<file path="src/rtl/linebuf_pixreader_pkg.sv">
// linebuf_pixreader_pkg
//   Shared constants for the line-buffer pixel reader: FSM state encodings,
//   fixed foreground/background colours and the bit-to-colour mapping.
package linebuf_pixreader_pkg;

    localparam logic [1:0] ST_IDLE   = 2'b00;
    localparam logic [1:0] ST_PRIME  = 2'b01;
    localparam logic [1:0] ST_ACTIVE = 2'b10;

    // Yellow for set bits, dark purple for clear bits.
    localparam logic [3:0] FG_RED   = 4'hF;
    localparam logic [3:0] FG_GREEN = 4'hF;
    localparam logic [3:0] FG_BLUE  = 4'h0;
    localparam logic [3:0] BG_RED   = 4'h2;
    localparam logic [3:0] BG_GREEN = 4'h0;
    localparam logic [3:0] BG_BLUE  = 4'h8;

    // Returns {red, green, blue} for one pixel bit.
    function automatic logic [11:0] pix_colour(input logic bit_val);
        return bit_val ? {FG_RED, FG_GREEN, FG_BLUE} : {BG_RED, BG_GREEN, BG_BLUE};
    endfunction

endpackage

</file>
<file path="src/rtl/linebuf_pixreader.sv">
// linebuf_pixreader
//   Read side of the 256x16 line buffer RAM. On each visible line it fetches
//   WORDS_PER_LINE words starting at line_base and shifts them out MSB-first,
//   one bit per pixel, mapping each bit to a fixed FG/BG colour.
//
// Ports
//   clk              PLL clock, all flops on posedge
//   nrst             synchronous active-low reset
//   pix_en           pixel-rate strobe (one clk wide, >= 2 clks apart)
//   line_start       start-of-line pulse, honoured only together with pix_en
//   line_base        RAM word address of the line's first word
//   linebuf_rd       RAM read clock enable, one-cycle pulse per word fetch
//   linebuf_rd_addr  RAM read address, held between fetches
//   linebuf_rd_data  RAM read data, valid from the 2nd clk after a read pulse
//   red/green/blue   registered pixel colour, 0 when not active
//   active           high while visible pixels are being driven
//
// state     | meaning
// ----------+----------------------------------------------------------
// ST_IDLE   | no line in progress, RGB held at 0
// ST_PRIME  | first word requested, waiting for the pix_en that shows it
// ST_ACTIVE | shifting pixels out, prefetching one word ahead
module linebuf_pixreader
    import linebuf_pixreader_pkg::*;
#(
    parameter int WORDS_PER_LINE = 50
) (
    input  logic        clk,
    input  logic        nrst,
    input  logic        pix_en,
    input  logic        line_start,
    input  logic [7:0]  line_base,
    output logic        linebuf_rd,
    output logic [7:0]  linebuf_rd_addr,
    input  logic [15:0] linebuf_rd_data,
    output logic [3:0]  red,
    output logic [3:0]  green,
    output logic [3:0]  blue,
    output logic        active
);

    localparam logic [7:0] LAST_WORD = 8'(WORDS_PER_LINE - 1);

    logic [1:0]  state;
    logic [15:0] shift;
    logic [7:0]  word_cnt;
    logic [3:0]  bit_idx;
    logic [11:0] rgb;

    assign {red, green, blue} = rgb;

    // shift holds the bits still to be shown, already advanced past the pixel
    // currently on RGB; bit_idx is the in-word index of the next pixel. When
    // bit_idx is 0 the next pixel comes straight from the RAM output, which
    // acts as the holding register for the prefetched word.
    always_ff @(posedge clk) begin
        if (!nrst) begin
            state           <= ST_IDLE;
            shift           <= '0;
            word_cnt        <= '0;
            bit_idx         <= '0;
            rgb             <= '0;
            active          <= 1'b0;
            linebuf_rd      <= 1'b0;
            linebuf_rd_addr <= '0;
        end else begin
            linebuf_rd <= 1'b0;
            if (pix_en && line_start) begin
                // Start or abort-and-restart a line from any state.
                state           <= ST_PRIME;
                linebuf_rd      <= 1'b1;
                linebuf_rd_addr <= line_base;
                word_cnt        <= '0;
                bit_idx         <= '0;
                rgb             <= '0;
                active          <= 1'b0;
            end else if (pix_en) begin
                case (state)
                    ST_PRIME: begin
                        state   <= ST_ACTIVE;
                        active  <= 1'b1;
                        rgb     <= pix_colour(linebuf_rd_data[15]);
                        shift   <= {linebuf_rd_data[14:0], 1'b0};
                        bit_idx <= 4'd1;
                        if (LAST_WORD != 8'd0) begin
                            linebuf_rd      <= 1'b1;
                            linebuf_rd_addr <= linebuf_rd_addr + 8'd1;
                        end
                    end
                    ST_ACTIVE: begin
                        if (bit_idx == 4'd0) begin
                            if (word_cnt == LAST_WORD) begin
                                state  <= ST_IDLE;
                                rgb    <= '0;
                                active <= 1'b0;
                            end else begin
                                word_cnt <= word_cnt + 8'd1;
                                rgb      <= pix_colour(linebuf_rd_data[15]);
                                shift    <= {linebuf_rd_data[14:0], 1'b0};
                                bit_idx  <= 4'd1;
                                if ((word_cnt + 8'd1) < LAST_WORD) begin
                                    linebuf_rd      <= 1'b1;
                                    linebuf_rd_addr <= linebuf_rd_addr + 8'd1;
                                end
                            end
                        end else begin
                            rgb     <= pix_colour(shift[15]);
                            shift   <= {shift[14:0], 1'b0};
                            bit_idx <= bit_idx + 4'd1;
                        end
                    end
                    default: begin
                        rgb    <= '0;
                        active <= 1'b0;
                    end
                endcase
            end
        end
    end

endmodule

</file>
<file path="config.mk">
export PLATFORM = sky130hd
export DESIGN_NAME = linebuf_pixreader
export DESIGN_NICKNAME = d
export VERILOG_FILES = /design/src/rtl/linebuf_pixreader_pkg.sv /design/src/rtl/linebuf_pixreader.sv
export SDC_FILE = /design/constraint.sdc
export NUM_CORES = 1
export LEC_CHECK = 0
export CAP_MARGIN = 40
export CORE_ASPECT_RATIO = 0.9
export CORE_UTILIZATION = 25
export DETAILED_ROUTE_END_ITERATION = 10
export GPL_TIMING_DRIVEN = 0
export PLACE_DENSITY = 0.55
export SLEW_MARGIN = 15
export SYNTH_ARGS = -nofsm -noshare
export SYNTH_HDL_FRONTEND = slang
export SYNTH_SLANG_ARGS = --single-unit
</file>
<file path="constraint.sdc">
create_clock -name clk -period 2.45 [get_ports clk]
set_input_delay 0.3675 -clock clk [delete_from_list [all_inputs] [get_ports clk]]
set_output_delay 0.3675 -clock clk [all_outputs]
set_load 0.05 [all_outputs]
</file>
## Yosys cells after proc, flatten, opt, wreduce, memory -nomap -nowiden

Cells that the tools add are included.

| word-level totals | value |
|---|---|
| bits in registers | 52 |
| output and inout bits | 22 |
| logic and storage cells | 70 |

| cells by class | value |
|---|---|
| add/subtract/negate cells | 3 |
| order comparisons | 1 |
| equal/unequal tests | 10 |
| muxes and demuxes | 31 |
| bitwise logic cells | 3 |
| reduce and logical (&&, ||, !) cells | 13 |

Operators with widths:

| cell | number |
|---|---|
| $mux 12 | 4 |
| $mux 8 | 5 |
| $mux 16 | 2 |
| $pmux 16 s2 | 1 |
| $pmux 12 s2 | 1 |
| $add 8x1->8 const B | 2 |
| $pmux 8 s2 | 1 |
| $reduce_and 4->1 | 4 |
| $ne 3x3->1 const B | 5 |
| $mux 1 | 9 |
| $eq 8x6->1 const B | 1 |
| $lt 8x6->1 const B | 1 |
| $mux 4 | 2 |
| $pmux 4 s2 | 1 |
| $reduce_and 3->1 | 2 |
| $reduce_and 5->1 | 1 |
| $add 4x1->4 const B | 1 |
| $logic_not 4->1 | 1 |
| $mux 2 | 2 |
| $ne 2x2->1 const B | 2 |
| $pmux 1 s2 | 2 |
| $pmux 2 s2 | 1 |
| $reduce_bool 2->1 | 2 |
| $not 1->1 | 3 |
| 5 further kinds | 5 |

## Logic depth before layout (Yosys ltp)

Gate-level depths: netlist of run 1.

| depth | value |
|---|---|
| word-level depth | 8 |
| depth in mapped cells | 9 |
| gate-level depth less buffers | 8 |

## Worst setup path after synthesis of run 1

OpenSTA, ideal clock, no wires.

| path | value |
|---|---|
| kind | flip-flop to flip-flop |
| from | register word_cnt[0] |
| to | register linebuf_rd_addr[7] |
| data arrival time | 2.138 ns |
| required time | 2.376 ns |
| slack | 0.238 ns |
| cell stages (with the launch flop) | 8 |
| clock period less this slack | 2.212 ns |
| cells stage by stage | dfxtp_1 ha_1 or4b_1 o31ai_1 a31oi_1 o31a_1 or4_1 a31oi_1 |

| on the way | value |
|---|---|
| longest elaborated chain between the ends | 4 |
| elaborated cells on any way between the ends | 6 |
| those cells by class | add/sub: 1; order compare: 1; eq/ne: 3; reduce/logical: 1 |

Ends and longest elaborated chain:

| item | RTL line | source |
|---|---|---|
| start, declared | linebuf_pixreader.sv:46 | `logic [7:0] word_cnt;` |
| start signal, assigned | linebuf_pixreader.sv:97 | `word_cnt <= word_cnt + 8'd1;` |
| $add 8x1->8 | linebuf_pixreader.sv:101 | `if ((word_cnt + 8'd1) < LAST_WORD) begin` |
| $lt 8x6->1 | linebuf_pixreader.sv:101 |  |
| $ne 3x3->1 (no line) | -- |  |
| $reduce_and 5->1 (no line) * | -- |  |
| end signal, assigned | linebuf_pixreader.sv:72 | `linebuf_rd_addr <= line_base;` |
| end signal, assigned | linebuf_pixreader.sv:87 | `linebuf_rd_addr <= linebuf_rd_addr + 8'd1;` |
| end signal, assigned | linebuf_pixreader.sv:103 | `linebuf_rd_addr <= linebuf_rd_addr + 8'd1;` |
| end, declared | linebuf_pixreader.sv:34 | `output logic [7:0] linebuf_rd_addr,` |

Every way passes the cells marked *; elsewhere a longest branch is shown, timed or not.
A chain may end at the register's enable or synchronous reset.

## Worst setup path after layout of run 1

| path | value |
|---|---|
| from | register state[0] |
| to | register linebuf_rd_addr[7] |

| on the way | value |
|---|---|
| longest elaborated chain between the ends | 4 |
| elaborated cells on any way between the ends | 10 |
| those cells by class | eq/ne: 5; mux: 3; reduce/logical: 2 |

Ends and longest elaborated chain:

| item | RTL line | source |
|---|---|---|
| start, declared | linebuf_pixreader.sv:44 | `logic [1:0] state;` |
| start signal, assigned | linebuf_pixreader.sv:58 | `state <= ST_IDLE;` |
| start signal, assigned | linebuf_pixreader.sv:70 | `state <= ST_PRIME;` |
| start signal, assigned | linebuf_pixreader.sv:80 | `state <= ST_ACTIVE;` |
| $eq 2x2->1 / $eq 2x1->1 (equally long branches) | linebuf_pixreader.sv:78 | `case (state)` |
| $pmux 8 s2 | linebuf_pixreader.sv:78 |  |
| $mux 8 | linebuf_pixreader.sv:77 | `end else if (pix_en) begin` |
| $mux 8 | linebuf_pixreader.sv:68 | `if (pix_en && line_start) begin` |

Parallel ways exist; a longest one is shown, timed or not. The select of a mux whose other input is x is not followed.

==> results of run 1 <==
==> through the flow <==
| step | setup slack (ns) | power, uW | cells |
|---|---|---|---|
| 6_report | 0.118 | 1480 | 478 |
| 4_1_cts | 0.0118 | 1500 | 478 |
| 3_5_place_dp | -0.145 | 1030 | 470 |
| 5_1_grt | -0.00613 | 1560 | 478 |
| 2_1_floorplan | 0.238 | 921 | 303 |
| 3_3_place_gp | -0.133 | 1030 | 470 |
==> cell usage after synthesis (all sizes together) (3+ instances only) <==
cell     n
buf     14
ha       8
nor2    21
dfxtp   42
nand3   42
nand4    8
and3     4
a31oi    6
mux2i    3
inv      8
nand2   32
nor2b    5
clkbuf  13
a21oi   13
o21ai   18
nand2b   3
o211a   15
and2     4
xor2     8
==> metal layers <==
metal  part of all wire, %  up-vias
li1                      -     1171
met1                    51     1063
met2                    43       47
met3                   4.6        5
met4                  0.77        0
met5                     0        -
==> sequential cells by signal, indices dropped and copies added, names as in the netlist <==
| signal | cells |
|---|---|
| linebuf_rd | 1 |
| word_cnt | 8 |
| active | 1 |
| bit_idx | 4 |
| rgb | 3 |
| state | 2 |
| linebuf_rd_addr | 8 |
| shift | 15 |
==> final cells by class <==
type                            count  area (sq um)
Buffer                             26           153
Clock buffer                        7          86.3
Clock inverter                      1          5.00
Fill cell                         998          6110
Inverter                            8          30.0
Multi-Input combinational cell    226          1410
Sequential cell                    42           843
Tap cell                          122           153
Timing Repair Buffer               46           458
==> kinds of logic after synthesis <==
| logic type | Yosys count | share of synthesized area [%] |
|---|---|---|
| AOI/OAI and AO/OA | 68 | 19.8 |
| xor gates and xnor gates | 10 | 3.63 |
| and+or+nand+nor | 134 | 28.6 |
| DFF | 42 | 34.9 |
| adders and majority gates | 8 | 4.15 |
| muxes | 3 | 1.24 |
| buffers and inverters | 35 | 7.62 |
| other | 1 | 0.155 |
==> power groups by stage <==
stage | sequential (uW) | combinational [uW] | clock, uW
finish | 737 | 278 | 464
global route | 741 | 302 | 514
CTS | 737 | 279 | 483
detailed placement | 752 | 277 | 0
global placement | 751 | 275 | 0
floorplan | 793 | 128 | 0
==> worst min-delay path: cells and delay by family (launching register included) <==
kind	cells	cell delay, ns
AOI/OAI and AO/OA	1	0.06
and+or+nand+nor	1	0.06
DFF	1	0.33
==> what timing repair did <==
action                                  4_1_cts  5_1_grt
pin swaps                                     0        1
endpoints found under the setup margin        8       29
buffers inserted                              0        1
resized for setup                             3        7
==> worst max-delay path by stage <==
stage | depth (start not counted) | endpoint | slack, ns | startpoint
after floorplan | 7 | linebuf_rd_addr[7] | 0.24 | word_cnt[0]
after global placement | 6 | rgb[3] | -0.13 | pix_en
after detailed placement | 6 | rgb[10] | -0.14 | pix_en
after CTS | 7 | linebuf_rd_addr[7] | 0.01 | word_cnt[0]
after global routing | 7 | linebuf_rd_addr[7] | -0.006 | state[0]
final | 7 | linebuf_rd_addr[7] | 0.12 | state[0]
==> cells in the final DEF, fill, tap and decap left out, types with 2 or more instances in the layout <==
cell,netlist,routed
nand2b_1,2,2
conb_1,1,3
xor2_1,8,8
o31ai_1,2,2
or4b_1,2,2
nor2b_1,5,5
a31oi_1,6,6
a21o_1,2,2
and2_1,4,4
dfxtp_2,0,2
xnor2_1,2,2
clkdlybuf4s50_1,0,45
o21ai_0,16,15
nand3_1,42,42
clkbuf_8,0,6
mux2i_1,3,3
or2_2,2,2
ha_1,8,6
dfxtp_1,42,40
clkbuf_2,0,2
buf_4,9,10
nor2_1,21,21
clkbuf_1,13,11
nand2_1,32,32
o21ai_1,2,2
inv_1,8,8
or3_1,2,2
buf_6,2,2
nand4_1,8,8
buf_2,3,3
and3_1,3,3
a21boi_0,2,2
o211a_1,15,15
ha_2,0,2
a21oi_1,13,13
==> results.sh, run 1 <==
export IMPL_max_vdd_ir_drop_mv=0.315
export IMPL_hpwl_um=4460
export IMPL_numCtsBuffers=5
export IMPL_hold_violations=0
export IMPL_async_flop_share_pct=0
export IMPL_outcome="finished clean"
export IMPL_drt_iter0_markers=106
export IMPL_power_switching_uw=422
export IMPL_antenna_left=0
export IMPL_netlist_top_cells_area="dfxtp_1 (35%), nand3_1 (8.7%), o211a_1 (6.2%), nand2_1 (5.0%), ha_1 (4.1%)"
export IMPL_clockBufferDepth=2
export IMPL_cp_data_required_time_ns=2.67
export IMPL_yosysWarningCount=0
export IMPL_dpl_instance_area_sq_um=3020
export IMPL_root_buffer="clkbuf_8"
export IMPL_p_int_uw=1060
export IMPL_crit_family="simple AND/OR/NAND/NOR gates"
export IMPL_gp_congestion=0.786
export IMPL_cp_cell_sequence="inv_1 -> ha_2 -> and4bb_2 -> o21ai_1 -> or3_1 -> or4_1 -> a31oi_1"
export IMPL_max_slew_margin_rel_pct=66.7
export IMPL_final_max_slew_violation_count=0
export IMPL_synth_seq_cells=42
export IMPL_finalCoreUtilization_pct=33.9
export IMPL_drive_gt1_share_pct=11.0
export IMPL_path_class="register to register"
export IMPL_portBuffers=45
export IMPL_cp_num_buf_inv=1
export IMPL_grt_most_used_layer="met2"
export IMPL_grt_use_met1_pct=17.3
export IMPL_drc=0
export IMPL_avgSynthCellArea_sq_um=8.01
export IMPL_hp_class="register to register"
export IMPL_antenna_cells=0
export IMPL_synth_cell_types=50
export IMPL_p_clk_share_pct=31.4
export IMPL_fin_area_sq_um=3140
export IMPL_start_util_pct=26.1
export IMPL_pwr_share_seq_pct=49.8
export IMPL_fin_crit_sh_pct=95.2
export IMPL_vias=2286
export IMPL_tns_ns=0
export IMPL_crit_fanout=8
export IMPL_htreeDepth=2
export IMPL_worstMarginPinSlew_ns=0.498
export IMPL_maxCapViolCount=0
export IMPL_clock_latency_ns=0.29
export IMPL_dieWidth_um=106
export IMPL_pwr_share_comb_pct=18.8
export IMPL_yosysTopAreaCell="dfxtp_1"
export IMPL_grtUsageTotal_pct=12.5
export IMPL_cp_arrival_ns=2.56
export IMPL_hp_start="active"
export IMPL_netlist_area_sq_um=2410
export IMPL_routed_wl_um=6090
export IMPL_area_growth_synth_to_final_pct=30.0
export IMPL_cts_tree="built"
export IMPL_r2r_cells=7
export IMPL_whs_path_depth=2
export IMPL_cts_sinks=42
export IMPL_met3_usage_pct=2.46
export IMPL_wl_per_cell_um=12.7
export IMPL_p_sw_share_pct=28.5
export IMPL_coreArea_sq_um=9250
export IMPL_ys_flop_type="dfxtp_1"
export IMPL_post_drt_via_cell_ratio=4.78
export IMPL_max_stage_delay_ns=0.51
export IMPL_r2r_start="state[0]"
export IMPL_cts_hold_buffers_added=0
export IMPL_ys_seq_area_share_pct=34.9
export IMPL_whs_endpoint="active"
export IMPL_drtPass1Iterations=4
export IMPL_period_needed_ns=2.33
export IMPL_p_per_area_nw_per_um2=471
export IMPL_synth_edff_count=0
export IMPL_rrSetupSlack_ns=0.12
export IMPL_p_leak_uw=0.00131
export IMPL_fmax_ghz=0.429
export IMPL_grtUsageMet2_pct=20.1
export IMPL_postSynthCellCount=301
export IMPL_die_y_um=95.2
export IMPL_antenna_found_initial=0
export IMPL_endpoint_kind="register"
export IMPL_num_rows=33
export IMPL_nets=391
export IMPL_grt_pass1_vias=2113
export IMPL_critPathLaunchType="register"
export IMPL_grt_max_degree=13
export IMPL_cts_clk_slew_worst_paths_ns=0.08
export IMPL_gr_total_overflow=0
export IMPL_grt_pass1_wl_um=10200
export IMPL_pin_count=50
export IMPL_design_die_area_sq_um=10000
export IMPL_r2r_end="linebuf_rd_addr[7]"
export IMPL_cp_slowest_cell="or4_1"
export IMPL_skew_ns=0.00796
export IMPL_finalSetupViolations=0
export IMPL_synth_top_area_share_pct=34.9
export IMPL_holdWs_ns=0.493
Power figures use the tool's default switching activity.
==> run 2, diff against run 1 <==
--- a/config.mk
+++ b/config.mk
@@ -7,10 +7,10 @@
 export LEC_CHECK = 0
 export CAP_MARGIN = 40
 export CORE_ASPECT_RATIO = 0.9
-export CORE_UTILIZATION = 25
+export CORE_UTILIZATION = 51
 export DETAILED_ROUTE_END_ITERATION = 10
 export GPL_TIMING_DRIVEN = 0
-export PLACE_DENSITY = 0.55
+export PLACE_DENSITY = 0.9
 export SLEW_MARGIN = 15
 export SYNTH_ARGS = -nofsm -noshare
 export SYNTH_HDL_FRONTEND = slang
==> results.sh, run 2 (same netlist as run 1, synthesis figures left out) <==
export IMPL_outcome="finished clean"
export IMPL_rsz0062_at_grt="false"
export IMPL_period_needed_ns=2.31
export IMPL_cp_arrival_ns=2.51
export IMPL_fin_cells=419
export IMPL_p_clk_share_pct=31.5
export IMPL_nets=392
export IMPL_largest_reg_flops=15
export IMPL_num_rows=23
export IMPL_pwr_share_comb_pct=19.0
export IMPL_p_sw_share_pct=30.3
export IMPL_power_switching_uw=450
export IMPL_cts_clk_slew_worst_paths_ns=0.08
export IMPL_dieWidth_um=74.5
export IMPL_numCtsBuffers=5
export IMPL_coreArea_sq_um=4490
export IMPL_holdWs_ns=0.490
export IMPL_endpoint_kind="register"
export IMPL_drtPass1Iterations=5
export IMPL_fill_cells=377
export IMPL_gp_congestion=0.852
export IMPL_tns_ns=0
export IMPL_hp_class="primary input to register"
export IMPL_pwr_share_seq_pct=49.6
export IMPL_layout_common_cells="clkdlybuf4s50_1 (45), nand3_1 (42), dfxtp_1 (40)"
export IMPL_cts_tree="built"
export IMPL_antenna_cells=0
export IMPL_post_drt_via_cell_ratio=5.79
export IMPL_max_slew_margin_rel_pct=66.4
export IMPL_fmax_ghz=0.434
export IMPL_gr_total_overflow=0
export IMPL_maxCapViolCount=0
export IMPL_cp_data_required_time_ns=2.65
export IMPL_die_y_um=67.2
export IMPL_hold_violations=0
export IMPL_clockBufferDepth=2
export IMPL_antenna_found_initial=0
export IMPL_drive_gt1_share_pct=10.9
export IMPL_antenna_left=0
export IMPL_grt_pass1_wl_um=9720
export IMPL_root_buffer="clkbuf_8"
export IMPL_worstMarginPinSlew_ns=0.503
export IMPL_skew_ns=0.00274
export IMPL_portBuffers=45
export IMPL_area_growth_synth_to_final_pct=27.1
export IMPL_routed_wl_um=5970
export IMPL_fin_crit_sh_pct=94.1
export IMPL_crit_fanout=8
export IMPL_wl_per_cell_um=14.3
export IMPL_critPathLaunchType="register"
export IMPL_p_total_uw=1490
export IMPL_design_die_area_sq_um=5010
export IMPL_grt_max_degree=16
export IMPL_final_max_slew_violation_count=0
export IMPL_htreeDepth=2
export IMPL_path_class="register to register"
export IMPL_cts_sinks=42
export IMPL_pin_count=50
export IMPL_grtUsageTotal_pct=25.3
export IMPL_p_leak_uw=0.00130
export IMPL_reg_largest_list="shift x15, linebuf_rd_addr x8, word_cnt x8"
export IMPL_layout_commonest_cell="clkdlybuf4s50_1"
export IMPL_clock_latency_ns=0.31
export IMPL_start_util_pct=53.7
export IMPL_vias=2428
export IMPL_p_per_area_nw_per_um2=484
export IMPL_place_inst=410
export IMPL_drc=0
export IMPL_hpwl_um=4170
export IMPL_drt_iter0_markers=115
export IMPL_max_flop_register="shift"
export IMPL_finalSetupViolations=0
export IMPL_grt_pass1_vias=2233
export IMPL_p_int_uw=1040
export IMPL_max_vdd_ir_drop_mv=0.263
==> run 2: changes by cell type in the layout (fill, tap and decap cells not counted), sizes merged <==
cell | previous run | this run
inv | 8 | 9
buf | 15 | 16
clkinvlp | 0 | 1
clkbuf | 19 | 17
==> run 2: cell type report <==
class | count | area [sq um] | area share (%)
Inverter | 8 | 30.0 | 0.979
Buffer | 26 | 151 | 4.94
Clock buffer | 5 | 68.8 | 2.24
Clock inverter | 3 | 25.0 | 0.816
Timing Repair Buffer | 47 | 465 | 15.2
Multi-Input combinational cell | 226 | 1410 | 45.8
Sequential cell | 42 | 843 | 27.5
Tap cell | 62 | 77.6 | 2.53
==> run 2: critical path: stages, from the launching register on <==
cell     delay (ns)
dfxtp_1        0.47
nand4_1        0.22
or4b_1         0.53
a31o_1         0.28
and3_1         0.17
buf_2          0.16
mux2i_1        0.13
o221a_1        0.23
==> run 2: layer usage <==
layer	wire length [um]	global-route usage (%)	share of wire (%)	up-vias
met1	2630	31.3	44	1136
li1	-	-	-	1174
met4	152	13.0	2.5	0
met5	0	0	0	-
met3	328	6.12	5.5	19
met2	2860	40.9	48	99
==> run 2: path summary, 6_finish.rpt <==
| kind | slack (ns) | start | cells past startpoint | to |
|---|---|---|---|---|
| setup / recovery | 0.14 | word_cnt[3] | 7 | linebuf_rd_addr[2] |
| hold / removal | 0.49 | nrst | 3 | linebuf_rd_addr[6] |
| setup reg to reg | 0.14 | word_cnt[3] | 7 | linebuf_rd_addr[2] |
| hold reg to reg | 0.49 | active | 2 | active |
==> run 2: timing repair <==
item,CTS,global route
endpoints found under the setup margin,0,21
hold buffers,0,0
gates resized for setup,0,8
setup buffers,0,2
==> run 2: power groups by stage <==
stage	logic, uW	clock network (uW)	registers, uW
final	282	467	736
after global routing	302	506	740
after CTS	275	475	735
after detailed placement	272	0	751
after global placement	267	0	750
after floorplan	128	0	793
==> run 2: metrics by stage <==
step                cell area [sq um]  setup slack, ns  utilization (%)
CTS                              3040           0.0186             67.8
global route                     3070          0.00382             68.3
finish                           3070            0.144             68.3
detailed placement               2950          -0.0205             65.7
global placement                 2950           0.0270             65.7
floorplan                        2420            0.238                -
==> run 3, diff against run 2 <==
--- a/config.mk
+++ b/config.mk
@@ -7,10 +7,10 @@
 export LEC_CHECK = 0
 export CAP_MARGIN = 40
 export CORE_ASPECT_RATIO = 0.9
-export CORE_UTILIZATION = 51
+export CORE_UTILIZATION = 46
 export DETAILED_ROUTE_END_ITERATION = 10
 export GPL_TIMING_DRIVEN = 0
-export PLACE_DENSITY = 0.9
+export PLACE_DENSITY = 0.86
 export SLEW_MARGIN = 15
 export SYNTH_ARGS = -nofsm -noshare
 export SYNTH_HDL_FRONTEND = slang
==> constraint.sdc (replaced) <==
create_clock -name clk -period 2.05 [get_ports clk]
set_input_delay 0.3075 -clock clk [delete_from_list [all_inputs] [get_ports clk]]
set_output_delay 0.3075 -clock clk [all_outputs]
set_load 0.05 [all_outputs]
==> results.sh, run 3 (same netlist as run 1, synthesis figures left out) <==
export IMPL_hp_class="primary input to register"
export IMPL_vias=2398
export IMPL_pin_count=50
export IMPL_cts_tree="built"
export IMPL_clockBufferDepth=2
export IMPL_root_buffer="clkbuf_8"
export IMPL_num_rows=24
export IMPL_grt_pass1_wl_um=9940
export IMPL_path_class="register to register"
export IMPL_p_clk_share_pct=31.1
export IMPL_fmax_ghz=0.455
export IMPL_dpl_instance_area_sq_um=2990
export IMPL_layout_commonest_cell="nand3_1"
export IMPL_wl_per_cell_um=13.7
export IMPL_design_die_area_sq_um=5540
export IMPL_largest_reg_flops=15
export IMPL_max_stage_delay_ns=0.51
export IMPL_drive_gt1_share_pct=16.6
export IMPL_antenna_left=0
export IMPL_cp_arrival_ns=2.43
export IMPL_antenna_cells=0
export IMPL_failed_checks="setup timing"
export IMPL_grt_pass1_vias=2241
export IMPL_crit_fanout=8
export IMPL_post_drt_via_cell_ratio=5.54
export IMPL_hold_violations=0
export IMPL_htreeDepth=2
export IMPL_cp_endpoint="linebuf_rd_addr[7]"
export IMPL_drt_iter0_markers=169
export IMPL_r2r_cells=7
export IMPL_final_max_slew_violation_count=0
export IMPL_nets=403
export IMPL_rrSetupSlack_ns=-0.15
export IMPL_cts_clk_slew_worst_paths_ns=0.08
export IMPL_pwr_share_comb_pct=19.4
export IMPL_dieWidth_um=78.3
export IMPL_drtPass1Iterations=4
export IMPL_grtUsageTotal_pct=22.2
export IMPL_start_util_pct=48.7
export IMPL_clock_latency_ns=0.30
export IMPL_p_sw_share_pct=28.5
export IMPL_reg_largest_list="shift x15, linebuf_rd_addr x8, word_cnt x8"
export IMPL_outcome="finished, violations left"
export IMPL_portBuffers=45
export IMPL_hp_start="nrst"
export IMPL_cts_hold_buffers_added=0
export IMPL_r2r_end="linebuf_rd_addr[7]"
export IMPL_max_slew_margin_rel_pct=66.2
export IMPL_layout_common_cells="nand3_1 (42), clkdlybuf4s50_1 (39), dfxtp_1 (38)"
export IMPL_gp_congestion=0.842
export IMPL_fill_cells=395
export IMPL_max_flop_register="shift"
export IMPL_cts_sinks=42
export IMPL_power_switching_uw=505
export IMPL_fin_crit_sh_pct=107
export IMPL_hpwl_um=4130
export IMPL_cp_cell_sequence="inv_1 -> ha_4 -> and4bb_2 -> o21ai_2 -> or3_4 -> or4_1 -> a31oi_1"
export IMPL_routed_wl_um=5930
export IMPL_antenna_found_initial=0
export IMPL_holdWs_ns=0.428
export IMPL_critPathLaunchType="register"
export IMPL_max_vdd_ir_drop_mv=0.277
export IMPL_multi_input_area_sq_um=1480
export IMPL_tns_ns=-0.235
export IMPL_fin_area_sq_um=3250
export IMPL_rsz0062_at_grt="true"
export IMPL_p_per_area_nw_per_um2=547
export IMPL_cp_slowest_cell="or4_1"
export IMPL_drc=0
export IMPL_p_leak_uw=0.00144
export IMPL_final_seq_area_sq_um=851
export IMPL_area_growth_synth_to_final_pct=34.6
export IMPL_r2r_start="state[0]"
export IMPL_worstMarginPinSlew_ns=0.505
export IMPL_finalCoreUtilization_pct=65.6
export IMPL_startpoint="state[0]"
export IMPL_maxCapViolCount=0
export IMPL_grt_max_degree=13
export IMPL_die_y_um=70.7
export IMPL_pwr_share_seq_pct=49.5
export IMPL_gr_total_overflow=0
export IMPL_numCtsBuffers=5
export IMPL_endpoint_kind="register"
export IMPL_p_int_uw=1270
export IMPL_coreArea_sq_um=4950
export IMPL_fin_ws_ns=-0.146
export IMPL_finalSetupViolations=4
export IMPL_skew_ns=0.00719
export IMPL_cp_data_required_time_ns=2.28
export IMPL_period_needed_ns=2.20
## run 3: routing by layer
metal  share of wire [%]  up-vias  GRT usage [%]
li1                    -     1194              -
met1                  46     1139           29.1
met2                  48       56           36.0
met3                 3.8        9           3.74
met4                 1.6        0           9.47
met5                   0        -              0
## run 3: power by group through the flow
stage / registers (uW) / clock network (uW) / logic (uW)
after floorplan: 947 / 0 / 155
after global placement: 895 / 0 / 323
after detailed placement: 897 / 0 / 327
after CTS: 877 / 559 / 337
after global routing: 882 / 589 / 372
final: 878 / 552 / 345
## run 3: worst max-delay path, delay by kind of cell, from the launching register on
kind | cells | cell delay [ns]
AO/OA/AOI/OAI | 2 | 0.28
adder cells (fa/ha/maj) | 1 | 0.19
buffers and inverters | 1 | 0.10
flip-flops | 1 | 0.34
AND/OR/NAND/NOR | 3 | 1.22
## run 3: per-stage QoR
stage                     instances  worst slack (ns)  power, uW
after floorplan                 303          -0.00948       1100
after global placement          413            -0.312       1220
after CTS                       428            -0.127       1770
after detailed placement        413            -0.377       1220
final                           433            -0.146       1780
after global routing            433            -0.246       1840
## run 3: worst min-delay path by stage
| stage | endpoint | slack (ns) | depth (start not counted) |
|---|---|---|---|
| 6_report | linebuf_rd_addr[4] | 0.43 | 3 |
| 3_3_place_gp | active | 0.47 | 2 |
| 2_1_floorplan | shift[1] | 0.45 | 2 |
| 5_1_grt | linebuf_rd_addr[4] | 0.47 | 3 |
| 4_1_cts | linebuf_rd_addr[4] | 0.44 | 3 |
| 3_5_place_dp | active | 0.48 | 2 |
## run 3: layout make-up
class	count	share of cell area (%)
clock inverter	1	0.154
timing repair buffer	58	16.9
buffer	26	5.12
tap	65	2.50
inverter	8	0.924
sequential	42	26.2
clock buffer	7	2.66
multi-input combinational	226	45.6
## run 3: repair_timing
item                       in CTS  in global routing
buffers inserted                8                  5
resized for setup              18                 13
setup endpoints to repair      35                 34
gates cloned                    0                  0
pin swaps                       4                  2
